===== src/rtl/lvds_capture_pkg.sv =====
// ============================================================================
// Module      : lvds_capture_pkg
// Description : Shared types and constants for the LVDS burst capture
//               front end: FSM state encoding, default preamble pattern and
//               the burst down-counter width helper.
// Revision    : 1.0 - initial release
// ============================================================================
`timescale 1ns/1ps
`default_nettype none

package lvds_capture_pkg;

  // Capture FSM states; explicit 2-bit encoding keeps the register width fixed.
  typedef enum logic [1:0] {
    ST_IDLE    = 2'd0,
    ST_HUNT    = 2'd1,
    ST_CAPTURE = 2'd2
  } capture_state_t;

  // Default three-word preamble, first-received word in the MSBs.
  localparam logic [47:0] LVDS_PREAMBLE_DEFAULT = 48'hFFFF_FFFF_AAAA;

  // Width of the burst down-counter. A one-word burst still needs a 1-bit
  // counter so the register never collapses to zero width.
  function automatic int BURST_CNT_W(input int burst_len);
    int w;
    w = $clog2(burst_len);
    if (w < 1) begin
      w = 1;
    end
    return w;
  endfunction

endpackage

`default_nettype wire


===== src/rtl/preamble_matcher.sv =====
// ============================================================================
// Module      : preamble_matcher
// Description : PRE_LEN-deep word shift register fed every cycle from the
//               deserialiser, with a combinational compare against the
//               preamble pattern. The oldest word sits in the MSBs so the
//               register lines up directly with the packed pattern.
// Revision    : 1.0 - initial release
// ============================================================================
`timescale 1ns/1ps
`default_nettype none

module preamble_matcher
  import lvds_capture_pkg::*;
#(
  parameter int                        DATA_W   = 16,
  parameter int                        PRE_LEN  = 3,
  parameter logic [PRE_LEN*DATA_W-1:0] PREAMBLE = LVDS_PREAMBLE_DEFAULT
) (
  input  logic              lvds_clk,
  input  logic              reset,
  input  logic [DATA_W-1:0] pInput,
  output logic [DATA_W-1:0] sr0,
  output logic              match
);

  localparam int c_sr_w = PRE_LEN * DATA_W;

  // An all-zero pattern would match the reset contents of the shift register.
  if (PREAMBLE == '0) begin : g_bad_preamble
    $error("preamble_matcher: PREAMBLE must not be all-zero");
  end

  if (PRE_LEN < 1) begin : g_bad_pre_len
    $error("preamble_matcher: PRE_LEN must be at least 1");
  end

  logic [c_sr_w-1:0] sr_d;
  logic [c_sr_w-1:0] sr_q;

  // Next shift-register contents: newest word enters at the LSB end.
  if (PRE_LEN == 1) begin : g_single
    // Single-word preamble: the register is just the last received word.
    always_comb begin
      sr_d = pInput;
    end
  end else begin : g_multi
    // Multi-word preamble: drop the oldest word, append the newest.
    always_comb begin
      sr_d = {sr_q[c_sr_w-DATA_W-1:0], pInput};
    end
  end

  // Shift register loads every cycle regardless of capture state.
  always_ff @(posedge lvds_clk or posedge reset) begin
    if (reset) begin
      sr_q <= '0;
    end else begin
      sr_q <= sr_d;
    end
  end

  assign sr0   = sr_q[DATA_W-1:0];
  assign match = (sr_q == PREAMBLE);

endmodule

`default_nettype wire


===== src/rtl/lvds_burst_capture.sv =====
// ============================================================================
// Module      : lvds_burst_capture
// Description : LVDS pixel-burst capture front end. Hunts for a preamble in
//               the deserialised word stream, then writes the following
//               BURST_LEN words to the async FIFO write port. Supports
//               single-shot / continuous modes, abort, FIFO-full overflow
//               flagging and a completed-burst counter.
// Revision    : 1.0 - initial release
// ============================================================================
`timescale 1ns/1ps
`default_nettype none

module lvds_burst_capture
  import lvds_capture_pkg::*;
#(
  parameter int                        DATA_W      = 16,
  parameter int                        PRE_LEN     = 3,
  parameter logic [PRE_LEN*DATA_W-1:0] PREAMBLE    = LVDS_PREAMBLE_DEFAULT,
  parameter int                        BURST_LEN   = 16,
  parameter bit                        START_ARMED = 1'b1
) (
  input  logic              lvds_clk,
  input  logic              reset,
  input  logic              arm,
  input  logic              abort,
  input  logic              continuous,
  input  logic [DATA_W-1:0] pInput,
  input  logic              full,
  output logic              wr,
  output logic [DATA_W-1:0] fifoIn,
  output logic              busy,
  output logic              burstDone,
  output logic              overflow,
  output logic [15:0]       burstCount
);

  localparam int                   c_cnt_w       = BURST_CNT_W(BURST_LEN);
  localparam logic [c_cnt_w-1:0]   c_cnt_load    = c_cnt_w'(BURST_LEN - 1);
  localparam capture_state_t       c_reset_state = START_ARMED ? ST_HUNT : ST_IDLE;

  if (BURST_LEN < 1) begin : g_bad_burst_len
    $error("lvds_burst_capture: BURST_LEN must be at least 1");
  end

  // --------------------------------------------------------------------------
  // Preamble detection
  // --------------------------------------------------------------------------
  logic [DATA_W-1:0] sr0;
  logic              match;

  preamble_matcher #(
    .DATA_W   (DATA_W),
    .PRE_LEN  (PRE_LEN),
    .PREAMBLE (PREAMBLE)
  ) u_preamble_matcher (
    .lvds_clk (lvds_clk),
    .reset    (reset),
    .pInput   (pInput),
    .sr0      (sr0),
    .match    (match)
  );

  // --------------------------------------------------------------------------
  // FSM, burst counter and registered FIFO-side outputs
  // --------------------------------------------------------------------------
  capture_state_t      state_d,       state_q;
  logic [c_cnt_w-1:0]  cnt_d,         cnt_q;
  logic                wr_d,          wr_q;
  logic [DATA_W-1:0]   fifo_in_d,     fifo_in_q;
  logic                burst_done_d,  burst_done_q;
  logic                overflow_d,    overflow_q;
  logic [15:0]         burst_count_d, burst_count_q;

  // Next-state and next-output logic. Abort overrides everything, including
  // a coincident arm and the write slot of the current capture cycle.
  always_comb begin
    state_d       = state_q;
    cnt_d         = cnt_q;
    wr_d          = 1'b0;
    fifo_in_d     = fifo_in_q;
    burst_done_d  = 1'b0;
    overflow_d    = overflow_q;
    burst_count_d = burst_count_q;

    if (abort) begin
      state_d = ST_IDLE;
    end else begin
      case (state_q)
        ST_IDLE: begin
          if (arm) begin
            state_d    = ST_HUNT;
            overflow_d = 1'b0;
          end
        end

        ST_HUNT: begin
          if (match) begin
            state_d = ST_CAPTURE;
            cnt_d   = c_cnt_load;
          end
        end

        ST_CAPTURE: begin
          // A full FIFO drops this word but the slot still counts toward
          // the burst length; there is no retry.
          fifo_in_d = sr0;
          wr_d      = ~full;
          if (full) begin
            overflow_d = 1'b1;
          end
          if (cnt_q == '0) begin
            burst_done_d  = 1'b1;
            burst_count_d = burst_count_q + 16'd1;
            state_d       = continuous ? ST_HUNT : ST_IDLE;
          end else begin
            cnt_d = cnt_q - c_cnt_w'(1);
          end
        end

        default: begin
          state_d = ST_IDLE;
        end
      endcase
    end
  end

  // State and output registers with asynchronous reset.
  always_ff @(posedge lvds_clk or posedge reset) begin
    if (reset) begin
      state_q       <= c_reset_state;
      cnt_q         <= '0;
      wr_q          <= 1'b0;
      fifo_in_q     <= '0;
      burst_done_q  <= 1'b0;
      overflow_q    <= 1'b0;
      burst_count_q <= '0;
    end else begin
      state_q       <= state_d;
      cnt_q         <= cnt_d;
      wr_q          <= wr_d;
      fifo_in_q     <= fifo_in_d;
      burst_done_q  <= burst_done_d;
      overflow_q    <= overflow_d;
      burst_count_q <= burst_count_d;
    end
  end

  assign wr         = wr_q;
  assign fifoIn     = fifo_in_q;
  assign busy       = (state_q != ST_IDLE);
  assign burstDone  = burst_done_q;
  assign overflow   = overflow_q;
  assign burstCount = burst_count_q;

endmodule

`default_nettype wire


===== config.mk =====
export PLATFORM = sky130hd
export DESIGN_NAME = lvds_burst_capture
export DESIGN_NICKNAME = d
export VERILOG_FILES = /design/src/rtl/lvds_capture_pkg.sv /design/src/rtl/preamble_matcher.sv /design/src/rtl/lvds_burst_capture.sv
export SDC_FILE = /design/constraint.sdc
export NUM_CORES = 1
export LEC_CHECK = 0
export CAP_MARGIN = 5
export CORE_MARGIN = 5
export CORE_UTILIZATION = 45
export CTS_CLUSTER_DIAMETER = 40
export CTS_CLUSTER_SIZE = 8
export DETAILED_ROUTE_END_ITERATION = 10
export DONT_BUFFER_PORTS = 1
export PLACE_DENSITY_LB_ADDON = 0.3
export SLEW_MARGIN = 20
export SYNTH_ARGS = -nofsm -noshare
export SYNTH_HDL_FRONTEND = slang
export SYNTH_SLANG_ARGS = --single-unit
export TNS_END_PERCENT = 10

===== constraint.sdc =====
create_clock -name lvds_clk -period 3.1 [get_ports lvds_clk]
set_clock_uncertainty 0.2 [all_clocks]
set_input_delay 0.31 -clock lvds_clk [delete_from_list [all_inputs] [get_ports lvds_clk]]
set_output_delay 0.31 -clock lvds_clk [all_outputs]
set_load 0.02 [all_outputs]

==> flow_summary.toml <==
[power]
p_per_area_mw_per_mm2 = 571
power.leakage_nw = 1.67
ir_worst_vdd_uv = 357

[synthesis]
yosys.area_share.simple_pct = 17.4
synth-main-ff-cell = "dfrtp_1"
synth_nets = 259
syn_area_mm2 = 0.00306
postSynthAreaPerCell_um2 = 13.1
synth_top_area_share_pct = 71.9
synth_top_family_by_area = "simple AND/OR/NAND/NOR gates"
netlist_instances = 234
ys_ff_latch = 89
yosysTopAreaCell = "dfrtp_1"
synth.most_common_cell = "dfrtp_1"
yosysSeqAreaShare_pct = 72.7
async_flop_share_pct = 100
synthMuxAreaShare_pct = 1.47
synth_xor_area_share_pct = 4.29
ys_warn_count = 0
synth_cell_type_count = 32
synth_enable_flop_cells = 0
yosys-top-cells-count = "88 x dfrtp_1, 60 x nand2_1, 15 x nand4_1"
synthAdderAreaFrac_pct = 1.22
yosys-top-cells-area = "dfrtp_1 72%, nand2_1 7.3%, xnor2_1 3.4%, nand4_1 3.1%, mux2_2 1.5%"
synth_compound_area_share_pct = 1.63

[global_route]
grt_max_degree = 34
grt_overflow = 0
grt_util_all_layers_pct = 14.0
grt_pass1_vias = 1883
antenna_found_initial = 0
grt_first_pass_wirelength_um = 9160

[clock_network]
clock-sinks = 89
postCtsHoldBufs = 20
numCtsBuffers = 9
clock_tree.root_cell = "clkbuf_8"
cts_resized = 0
cts_setup_buffers = 0
clock_latency_ps = 350
cts_tree = "built"
clkSlewWorstSetupHoldPaths_ps = 100
h-tree-depth = 3
clock_path_buffers = 2

[worst_setup_path]
path_cells = "nor3b_2 > buf_4 > and4_1 > and4_1 > nand4_1 > xnor2_1"
cpMostUsedCell = "and4_1"
worstSetupStartpointType = "register"
criticalPathCategory = "reg2reg"
reg2regPathDepth = 6
cp.arrival_ps = 2190
critPathCaptureType = "register"
cp-endpoint = "burstCount[15]$_DFFE_PP0P_"
max_stage_delay_ps = 470
reg2reg_slack_ps = 950
r2r-start = "state_q[1]$_DFFE_PP0P_"
r2r-end = "burstCount[15]$_DFFE_PP0P_"
critPathLaunch = "state_q[1]$_DFFE_PP0P_"
required_ps = 3140
critPathMaxFanout = 20
slowest_stage = "dfrtp_1"

[routing]
wl_per_cell_um = 15.4
drt_iter0_drc = 74
dr.pass1.iters = 4
ant_nets = 0
vias = 1761
routed_wl_um = 5350
routed_via_density = 5.06
drc = 0

[cells_and_area]
n_antenna_cell = 0
area_growth_pct = 16.2
layout-drive-gt1-share_pct = 10.4
final_cell_area_mm2 = 0.00356
fin_nets = 288

[timing]
fmax_ghz = 0.465
period_share_pct = 69.4
maxSlewHeadroom_pct = 69.9
drv_slew = 0
rsz0062_at_grt = "no"
whs_ps = 45.6
tns_ps = 0
tightest_slew_ps = 447
finalHoldViolCount = 0
setup_slack_ps = 949
setup_violations = 0
period_needed_ps = 2150

[floorplanning]
placement_rows = 30
start_util_pct = 45.6
core_area_mm2 = 0.00672
io_pins = 58
die_w_um = 92.5
die_y_um = 92.5
die_area_mm2 = 0.00856

[placed_design]
place_ws_ps = 979
port_buffers = 0
postPlaceCellArea_mm2 = 0.00316
place_congestion = 0.786
dp.final_hpwl_um = 3690

[hold_path]
min_path_type = "in2reg"

[status]
outcome = "finished clean"

[flow_run]
cap_violations = 0
==> kinds of logic after synthesis <==
family | Yosys count
AO/OA/AOI/OAI | 7
AND/OR/NAND/NOR | 108
flip-flops | 89
XOR/XNOR | 15
buffers and inverters | 8
adder cells (fa/ha/maj) | 3
multiplexers | 4
==> where the power goes <==
part	internal [mW]	switching [mW]	leakage [nW]
logic	0.0262	0.0316	0.453
clock network	0.333	0.429	0.0982
registers	1.19	0.0182	1.12
==> layer usage <==
metal  track usage, %  up-vias  wire (um)
met5                0        -          0
met4             8.17        0        115
met3             3.90       10        270
met2             20.6       39       2550
met1             18.6      872       2400
li1                 -      840          -
==> cells in the final DEF, fill, tap and decap left out, types with 2 or more instances in the layout <==
cell and instances:
dfrtp_1 88, nand2_1 60, dlygate4sd3_1 20, nand4_1 15
xnor2_1 12, clkbuf_8 10, nor2_1 7, and3_1 4
nor4bb_1 4, mux2_2 4, and4_1 3, nand3_1 3
xor2_1 3, ha_1 3, buf_4 3, nor3b_1 2
inv_1 2, nor4_1 2, nor3_1 2, o21a_1 2
a21oi_1 2, inv_6 2
==> worst max-delay path, delay by kind of cell, from the launching register on <==
family                    cells  cell delay, ps
xor gates and xnor gates      1             150
buffers and inverters         1             260
and+or+nand+nor               4             980
DFF                           1             470
==> layout make-up <==
class | instances | area [um^2]
multi-input cells | 137 | 797
fillers | 565 | 3160
clock buffers | 10 | 138
clock inverters | 6 | 61.3
well taps | 80 | 100
repair buffers | 23 | 223
flip-flops and latches | 89 | 2230
inverters | 3 | 12.5
==> worst min-delay path by stage <==
stage,from,to,slack (ps),cells after the start
global route,abort,state_q[0]$_DFFE_PP1P_,40,2
global placement,reset,fifoIn[3]$_DFFE_PP0P_,3,1
floorplan,pInput[0],u_preamble_matcher.sr_q[0]$_DFF_PP0_,140,0
detailed placement,reset,fifoIn[3]$_DFFE_PP0P_,9,1
CTS,abort,state_q[0]$_DFFE_PP1P_,20,2
finish,abort,state_q[0]$_DFFE_PP1P_,50,2
==> registers in the layout, summed over array words and instances, names as in the netlist <==
name	count
u_preamble_matcher.sr_q	48
burstCount	16
fifoIn	16
cnt_q	4
state_q	2
burstDone	1
overflow	1
wr	1
==> metrics by stage <==
stage | cells | power [mW] | utilization, %
detailed placement | 312 | 1.28 | 47.0
floorplan | 234 | 1.26 | -
global route | 348 | 2.12 | 53.0
CTS | 348 | 2.06 | 53.0
global placement | 312 | 1.27 | 47.0
finish | 348 | 2.03 | 53.0
Note: power is estimated with default switching activity, not from simulation.
